--- src/rtl/count_expand_3to6_pkg.sv ---
// Shared widths, codes and helpers for the 3-bit count to 6-bit thermometer expander.
// Latency: none (pure definitions and combinational functions).
// Backpressure: not applicable.
package count_expand_3to6_pkg;

    localparam int CNT_W   = 3;
    localparam int MASK_W  = 6;
    localparam int TOTAL_W = 16;

    typedef logic [CNT_W-1:0]   cnt_t;
    typedef logic [MASK_W-1:0]  mask_t;
    typedef logic [TOTAL_W-1:0] total_t;

    localparam cnt_t CNT_ILLEGAL = 3'd7;

    typedef enum logic {
        FILL_LSB = 1'b0,
        FILL_MSB = 1'b1
    } fill_order_e;

    // Thermometer expansion: cnt bits set, packed against bit 0 or bit 5.
    // Count 7 compares true for every bit position, so it saturates to all ones.
    function automatic mask_t therm_mask(input cnt_t cnt, input logic msb_first);
        mask_t m;
        m = '0;
        for (int i = 0; i < MASK_W; i++) begin
            if (msb_first) begin
                m[MASK_W-1-i] = (i < int'(cnt));
            end else begin
                m[i] = (i < int'(cnt));
            end
        end
        return m;
    endfunction

    // Number of set bits in a mask (0..6 fits in 3 bits).
    function automatic cnt_t popcount(input mask_t m);
        cnt_t n;
        n = '0;
        for (int i = 0; i < MASK_W; i++) begin
            n = n + cnt_t'(m[i]);
        end
        return n;
    endfunction

endpackage

--- src/rtl/count_expand_3to6_if.sv ---
// Handshake bundle for the count expander: input count stream, output mask stream, status.
// Latency: none (wires only).
// Backpressure: valid/ready on both streams; in_ready is independent of out_ready.
interface count_expand_3to6_if;
    import count_expand_3to6_pkg::*;

    logic   in_valid;
    logic   in_ready;
    cnt_t   in_count;
    logic   out_valid;
    logic   out_ready;
    mask_t  out_mask;
    logic   err_illegal;
    logic   err_clr;
    total_t ones_total;

    // Producer/consumer side (drives counts, accepts masks).
    modport master (
        output in_valid, in_count, out_ready, err_clr,
        input  in_ready, out_valid, out_mask, err_illegal, ones_total
    );

    // Expander side.
    modport slave (
        input  in_valid, in_count, out_ready, err_clr,
        output in_ready, out_valid, out_mask, err_illegal, ones_total
    );
endinterface

--- src/rtl/count_expand_3to6_mask_fifo.sv ---
// Synchronous DEPTH-entry FIFO with full/empty flags; head read straight from storage registers.
// Latency: 1 cycle from push into an empty FIFO to head valid.
// Backpressure: caller must not push when full or pop when empty.
module mask_fifo #(
    parameter int WIDTH = 6,
    parameter int DEPTH = 2
) (
    input  logic             clk,
    input  logic             rst,
    input  logic             push_i,
    input  logic [WIDTH-1:0] push_dat_i,
    input  logic             pop_i,
    output logic             full_o,
    output logic             empty_o,
    output logic [WIDTH-1:0] head_dat_o
);
    localparam int AW = (DEPTH > 1) ? $clog2(DEPTH) : 1;

    logic [WIDTH-1:0] mem_q [DEPTH];
    logic [AW-1:0]    rd_q;
    logic [AW-1:0]    wr_q;
    logic [AW:0]      cnt_q;
    logic [AW:0]      cnt_d;

    // Occupancy follows push/pop; a simultaneous push and pop leaves it unchanged.
    always_comb begin
        cnt_d = cnt_q;
        case ({push_i, pop_i})
            2'b10:   cnt_d = cnt_q + (AW+1)'(1);
            2'b01:   cnt_d = cnt_q - (AW+1)'(1);
            default: cnt_d = cnt_q;
        endcase
    end

    // Storage and pointers; reset also zeroes storage so the head reads 0 after reset.
    always_ff @(posedge clk) begin
        if (rst) begin
            rd_q  <= '0;
            wr_q  <= '0;
            cnt_q <= '0;
            for (int i = 0; i < DEPTH; i++) begin
                mem_q[i] <= '0;
            end
        end else begin
            if (push_i) begin
                mem_q[wr_q] <= push_dat_i;
                wr_q        <= wr_q + AW'(1);
            end
            if (pop_i) begin
                rd_q <= rd_q + AW'(1);
            end
            cnt_q <= cnt_d;
        end
    end

    assign full_o     = (cnt_q == (AW+1)'(DEPTH));
    assign empty_o    = (cnt_q == '0);
    assign head_dat_o = mem_q[rd_q];
endmodule

--- src/rtl/count_expand_3to6.sv ---
// Expands a 0..6 compressor count into a thermometer mask, buffered through a small FIFO.
// Latency: 1 cycle from accept into an empty buffer to out_valid.
// Backpressure: in_ready = buffer not full (and not in reset); never looks at out_ready.
module count_expand_3to6
    import count_expand_3to6_pkg::*;
#(
    parameter int DEPTH     = 2,
    parameter bit MSB_FIRST = 1'b0
) (
    input  logic               clk,
    input  logic               rst,
    count_expand_3to6_if.slave bus
);
    logic   accept;
    logic   deliver;
    logic   fifo_full;
    logic   fifo_empty;
    mask_t  head_mask;
    mask_t  in_mask;
    logic   err_q;
    logic   err_d;
    total_t total_q;
    total_t total_d;

    assign in_mask = therm_mask(bus.in_count, MSB_FIRST);
    assign accept  = bus.in_valid && bus.in_ready;
    assign deliver = bus.out_valid && bus.out_ready;

    mask_fifo #(
        .WIDTH (MASK_W),
        .DEPTH (DEPTH)
    ) u_mask_fifo (
        .clk        (clk),
        .rst        (rst),
        .push_i     (accept),
        .push_dat_i (in_mask),
        .pop_i      (deliver),
        .full_o     (fifo_full),
        .empty_o    (fifo_empty),
        .head_dat_o (head_mask)
    );

    // Sticky illegal flag (a new illegal accept beats a clear) and running set-bit total.
    always_comb begin
        err_d   = err_q;
        total_d = total_q;
        if (accept && (bus.in_count == CNT_ILLEGAL)) begin
            err_d = 1'b1;
        end else if (bus.err_clr) begin
            err_d = 1'b0;
        end
        if (deliver) begin
            total_d = total_q + total_t'(popcount(head_mask));
        end
    end

    // Status registers; reset wins over clear and handshakes.
    always_ff @(posedge clk) begin
        if (rst) begin
            err_q   <= 1'b0;
            total_q <= '0;
        end else begin
            err_q   <= err_d;
            total_q <= total_d;
        end
    end

    assign bus.in_ready    = !fifo_full && !rst;
    assign bus.out_valid   = !fifo_empty;
    assign bus.out_mask    = head_mask;
    assign bus.err_illegal = err_q;
    assign bus.ones_total  = total_q;
endmodule

--- src/flat_wrapper.sv ---
// flat-port wrapper written by rule: the top's interface ports become plain ports
module count_expand_3to6_flat import count_expand_3to6_pkg::*;
#(
    parameter int DEPTH     = 2,
    parameter bit MSB_FIRST = 1'b0
)
  (clk, rst, bus_in_valid, bus_in_count, bus_out_ready, bus_err_clr, bus_in_ready, bus_out_valid, bus_out_mask, bus_err_illegal, bus_ones_total);
  count_expand_3to6_if bus_i ();
  input  logic clk;
  input  logic rst;
  input wire logic [$bits(bus_i.in_valid)-1:0] bus_in_valid;
  input wire logic [$bits(bus_i.in_count)-1:0] bus_in_count;
  input wire logic [$bits(bus_i.out_ready)-1:0] bus_out_ready;
  input wire logic [$bits(bus_i.err_clr)-1:0] bus_err_clr;
  output wire logic [$bits(bus_i.in_ready)-1:0] bus_in_ready;
  output wire logic [$bits(bus_i.out_valid)-1:0] bus_out_valid;
  output wire logic [$bits(bus_i.out_mask)-1:0] bus_out_mask;
  output wire logic [$bits(bus_i.err_illegal)-1:0] bus_err_illegal;
  output wire logic [$bits(bus_i.ones_total)-1:0] bus_ones_total;
  assign bus_i.in_valid = bus_in_valid;
  assign bus_i.in_count = bus_in_count;
  assign bus_i.out_ready = bus_out_ready;
  assign bus_i.err_clr = bus_err_clr;
  assign bus_in_ready = bus_i.in_ready;
  assign bus_out_valid = bus_i.out_valid;
  assign bus_out_mask = bus_i.out_mask;
  assign bus_err_illegal = bus_i.err_illegal;
  assign bus_ones_total = bus_i.ones_total;
  count_expand_3to6 #(.DEPTH(DEPTH), .MSB_FIRST(MSB_FIRST)) u_core (.clk(clk), .rst(rst), .bus(bus_i));
endmodule
--- config.mk ---
export PLATFORM = sky130hd
export DESIGN_NAME = count_expand_3to6_flat
export DESIGN_NICKNAME = d
export VERILOG_FILES = /design/src/rtl/count_expand_3to6_pkg.sv /design/src/rtl/count_expand_3to6_if.sv /design/src/rtl/count_expand_3to6_mask_fifo.sv /design/src/rtl/count_expand_3to6.sv /design/src/flat_wrapper.sv
export SDC_FILE = /design/constraint.sdc
export NUM_CORES = 1
export LEC_CHECK = 0
export ABC_AREA = 1
export BUFFER_PORTS_ARGS = -buffer_cell sky130_fd_sc_hd__buf_2
export CAP_MARGIN = 25
export CORE_ASPECT_RATIO = 0.8
export CORE_UTILIZATION = 45
export DETAILED_ROUTE_END_ITERATION = 6
export GPL_TIMING_DRIVEN = 0
export PLACE_DENSITY = 0.73
export SLEW_MARGIN = 20
export SYNTH_ARGS = -nofsm -noshare
export SYNTH_HDL_FRONTEND = slang
export SYNTH_HIERARCHICAL = 1
export SYNTH_SLANG_ARGS = --single-unit
--- constraint.sdc ---
create_clock -name clk -period 5.9 [get_ports clk]
set_input_delay 0.885 -clock clk [delete_from_list [all_inputs] [get_ports clk]]
set_output_delay 0.885 -clock clk [all_outputs]
set_load 0.1 [all_outputs]
==> metrics.cfg <==
[worst_setup_path]
max_stage_delay_ns=0.53
reg2reg_depth=15
cp-end-kind=flip-flop
cp_common_cell=fa_1
cp_top_family=adder cells
r2r_setup_slack_ns=2.33
crit_cells=15
crit_path_max_fanout=6
critical_path_buf_inv_count=3
cp.arrival_ns=3.76
worstPathRequired_ns=6.09
crit_path_start_kind=flip-flop
worstPathCellList=buf_6 > mux2_2 > fa_1 > inv_1 > fa_1 > fa_1 > fa_1 > inv_1 > nand2_1 > nand2_2 > nand3_2 > nor2_2 > nand3_1 > nand2_1 > nor2_1
crit_type=flip-flop to flip-flop
cp_slowest_cell=fa_1

[place]
io_buffers=32
place_congestion=0.808
place_hpwl_mm=2.76
postPlaceCellArea_mm2=0.00206
dp.cells=317

[die]
rows=20
fp.coreArea_mm2=0.00385
ios=33
die_x_um=73.3
start_util_pct=47.5
dieArea_mm2=0.00433
die_h_um=59.1

[power_and_ir_drop]
internal_power_w=0.000400
vdd_drop_max_mv=0.127
switching_power_w=0.000268
p_sw_share_pct=40.1
power_density_mw_per_mm2=312
pwr-share-seq_pct=39.9
clock_power_share_pct=24.6
p_comb_share_pct=35.5
leakagePower_nw=1.02

[clock_tree]
cts_hold_buffers=0
cts_tree=built
ctsResizeCount=0
cts_buffers=5
cts_root_buf=clkbuf_8
clkTransAtPathRegs_ns=0.07
post_cts_buffers=0
htreeDepth=2
cts_sinks=34
clk_latency_ns=0.29
cts_buffer_depth=2

[sta]
max_freq_mhz=280
worst_pin_slew_ns=0.512
setup_viol=0
slew_viol_final=0
post-route-period-util_pct=60.6
maxSlewHeadroom_pct=65.8
hold_viol=0
fin_worst_skew_ns=0.00907
rsz0062_at_grt=no
tns_ns=0
min_period_ns=3.57

[run]
maxCapViolations=0

[cells_and_area]
nets=285
postLayoutCellArea_mm2=0.00214
num_antenna_cells=0
instances_no_fill=325
final_layout_size_suffix_gt1_share_pct=24.4
area_delta_synth_final_pct=16.9
fill_cells=394

[yosys]
synth_xor_area_share_pct=0.956
avgSynthCellArea_um2=7.96
synth_top_family_by_area=simple AND/OR/NAND/NOR gates
synth_cell_types=26
synth_simple_gate_area_share_pct=29.1
muxShareOfSynthArea_pct=3.69
synthAdderAreaFrac_pct=7.10
synth_seq_area_share_pct=43.7
synth.ff_latch_count=34
synth_nets=246
yosys_warnings=6
synth_compound_area_share_pct=5.26
synthCells=230
synth_area_mm2=0.00183

[grt]
grt_pass1_wl_mm=6.50
antenna_found_initial=0
overflow=0
grt_pass1_vias=1481
grt_max_degree=12
gr-usage-all-layers_pct=20.3

[worst_hold_path]
holdPathStages=2
hold_class=flip-flop to flip-flop

[detailed_routing]
drt_wl_total_mm=3.68
via_count=1520
wl_per_cell_um=11.3
dr.pass1.iters=4
dr.first_iter.drc_count=89
postRouteAntennaNets=0
drc=0
viasPerCell=4.68

[outcome]
status=finished, final reports clean

## flip-flops by register name, summed over array words and instances, names as in the netlist, named ones only
name,flops
u_core/u_mask_fifo/rd_q,1
u_core/u_mask_fifo/wr_q,1
u_core/bus.err_illegal,1
u_core/bus.ones_total,16
u_core/u_mask_fifo/cnt_q,2
u_core/u_mask_fifo/mem_q,12
## final timing paths
kind | from | to
min reg2reg | u_core/bus.err_illegal$_SDFFE_PP0P_ | u_core/bus.err_illegal$_SDFFE_PP0P_
max | flip-flop | u_core/bus.ones_total[12]$_SDFFE_PP0P_
max reg2reg | flip-flop | u_core/bus.ones_total[12]$_SDFFE_PP0P_
min | u_core/bus.err_illegal$_SDFFE_PP0P_ | u_core/bus.err_illegal$_SDFFE_PP0P_
## Yosys cell counts, drive strengths merged
master / count / area, um2
a21oi: 10 / 50.1
o21ai: 8 / 40.0
nor3: 1 / 5.00
a31oi: 1 / 6.26
nor2: 52 / 225
nor3b: 2 / 15.0
xor2: 1 / 8.76
nand4: 6 / 37.5
dfxtp: 22 / 440
nand3b: 1 / 7.51
inv: 41 / 154
clkbuf: 1 / 13.8
edfxtp: 12 / 360
ha: 4 / 50.1
nand3: 9 / 55.1
nand2: 46 / 188
xnor2: 1 / 8.76
mux2: 6 / 67.6
fa: 4 / 80.1
buf: 2 / 18.8
## tightest hold or removal path: stages (launching register included)
cell and delay, ns:
dfxtp_1 0.31, nand2_1 0.06, a21oi_1 0.06
## layout make-up
cell class              count  area [um2]  share of cell area [%]
repair buffers             32         160                    7.48
clock buffers               6        72.6                    3.39
clock inverters             2        8.76                   0.409
plain buffers               3        32.5                    1.52
inverters                  41         154                    7.18
multi-input cells         152         845                    39.4
well taps                  55        68.8                    3.21
flip-flops and latches     34         801                    37.4
## layout by cell type (no fill, tap or decap), types with 7 or more instances in the layout
master and count:
a21oi_1 10, edfxtp_1 12, nand2_1 40, nand3_1 7
o21ai_0 8, nor2_1 44, inv_1 38, dfxtp_1 22
buf_2 32
## power by group through the flow
stage,registers [W],logic (W),clock network [W]
finish,0.000266,0.000237,0.000164
global route,0.000268,0.000257,0.000178
CTS,0.000266,0.000238,0.000170
detailed placement,0.000271,0.000237,0
global placement,0.000271,0.000228,0
floorplan,0.000298,0.000168,0
## per-layer routing
layer | global-route usage, % | share of wire, % | vias up | routed length (um)
li1 | - | - | 797 | -
met1 | 25.6 | 50 | 687 | 1850
met2 | 33.3 | 44 | 29 | 1600
met3 | 4.93 | 4.1 | 7 | 152
met4 | 9.07 | 1.9 | 0 | 69
met5 | 0 | 0 | - | 0
## per-stage QoR
| stage | util, % | hold slack, ns | total power (W) | setup WS (ns) |
|---|---|---|---|---|
| 3_3_place_gp | 53.5 | 0.460 | 0.000499 | 2.42 |
| 3_5_place_dp | 53.5 | 0.459 | 0.000508 | 2.35 |
| 6_report | 55.6 | 0.468 | 0.000668 | 2.33 |
| 5_1_grt | 55.6 | 0.527 | 0.000703 | 2.15 |
| 2_1_floorplan | - | 0.481 | 0.000466 | 2.23 |
| 4_1_cts | 55.6 | 0.469 | 0.000674 | 2.34 |
## logic make-up after synthesis
group	count (synthesis)
xor gates and xnor gates	2
adders and majority gates	8
DFF	34
muxes	6
and+or+nand+nor	117
AOI/OAI and AO/OA	19
buffers and inverters	44
(Power assumes the default switching activity.)
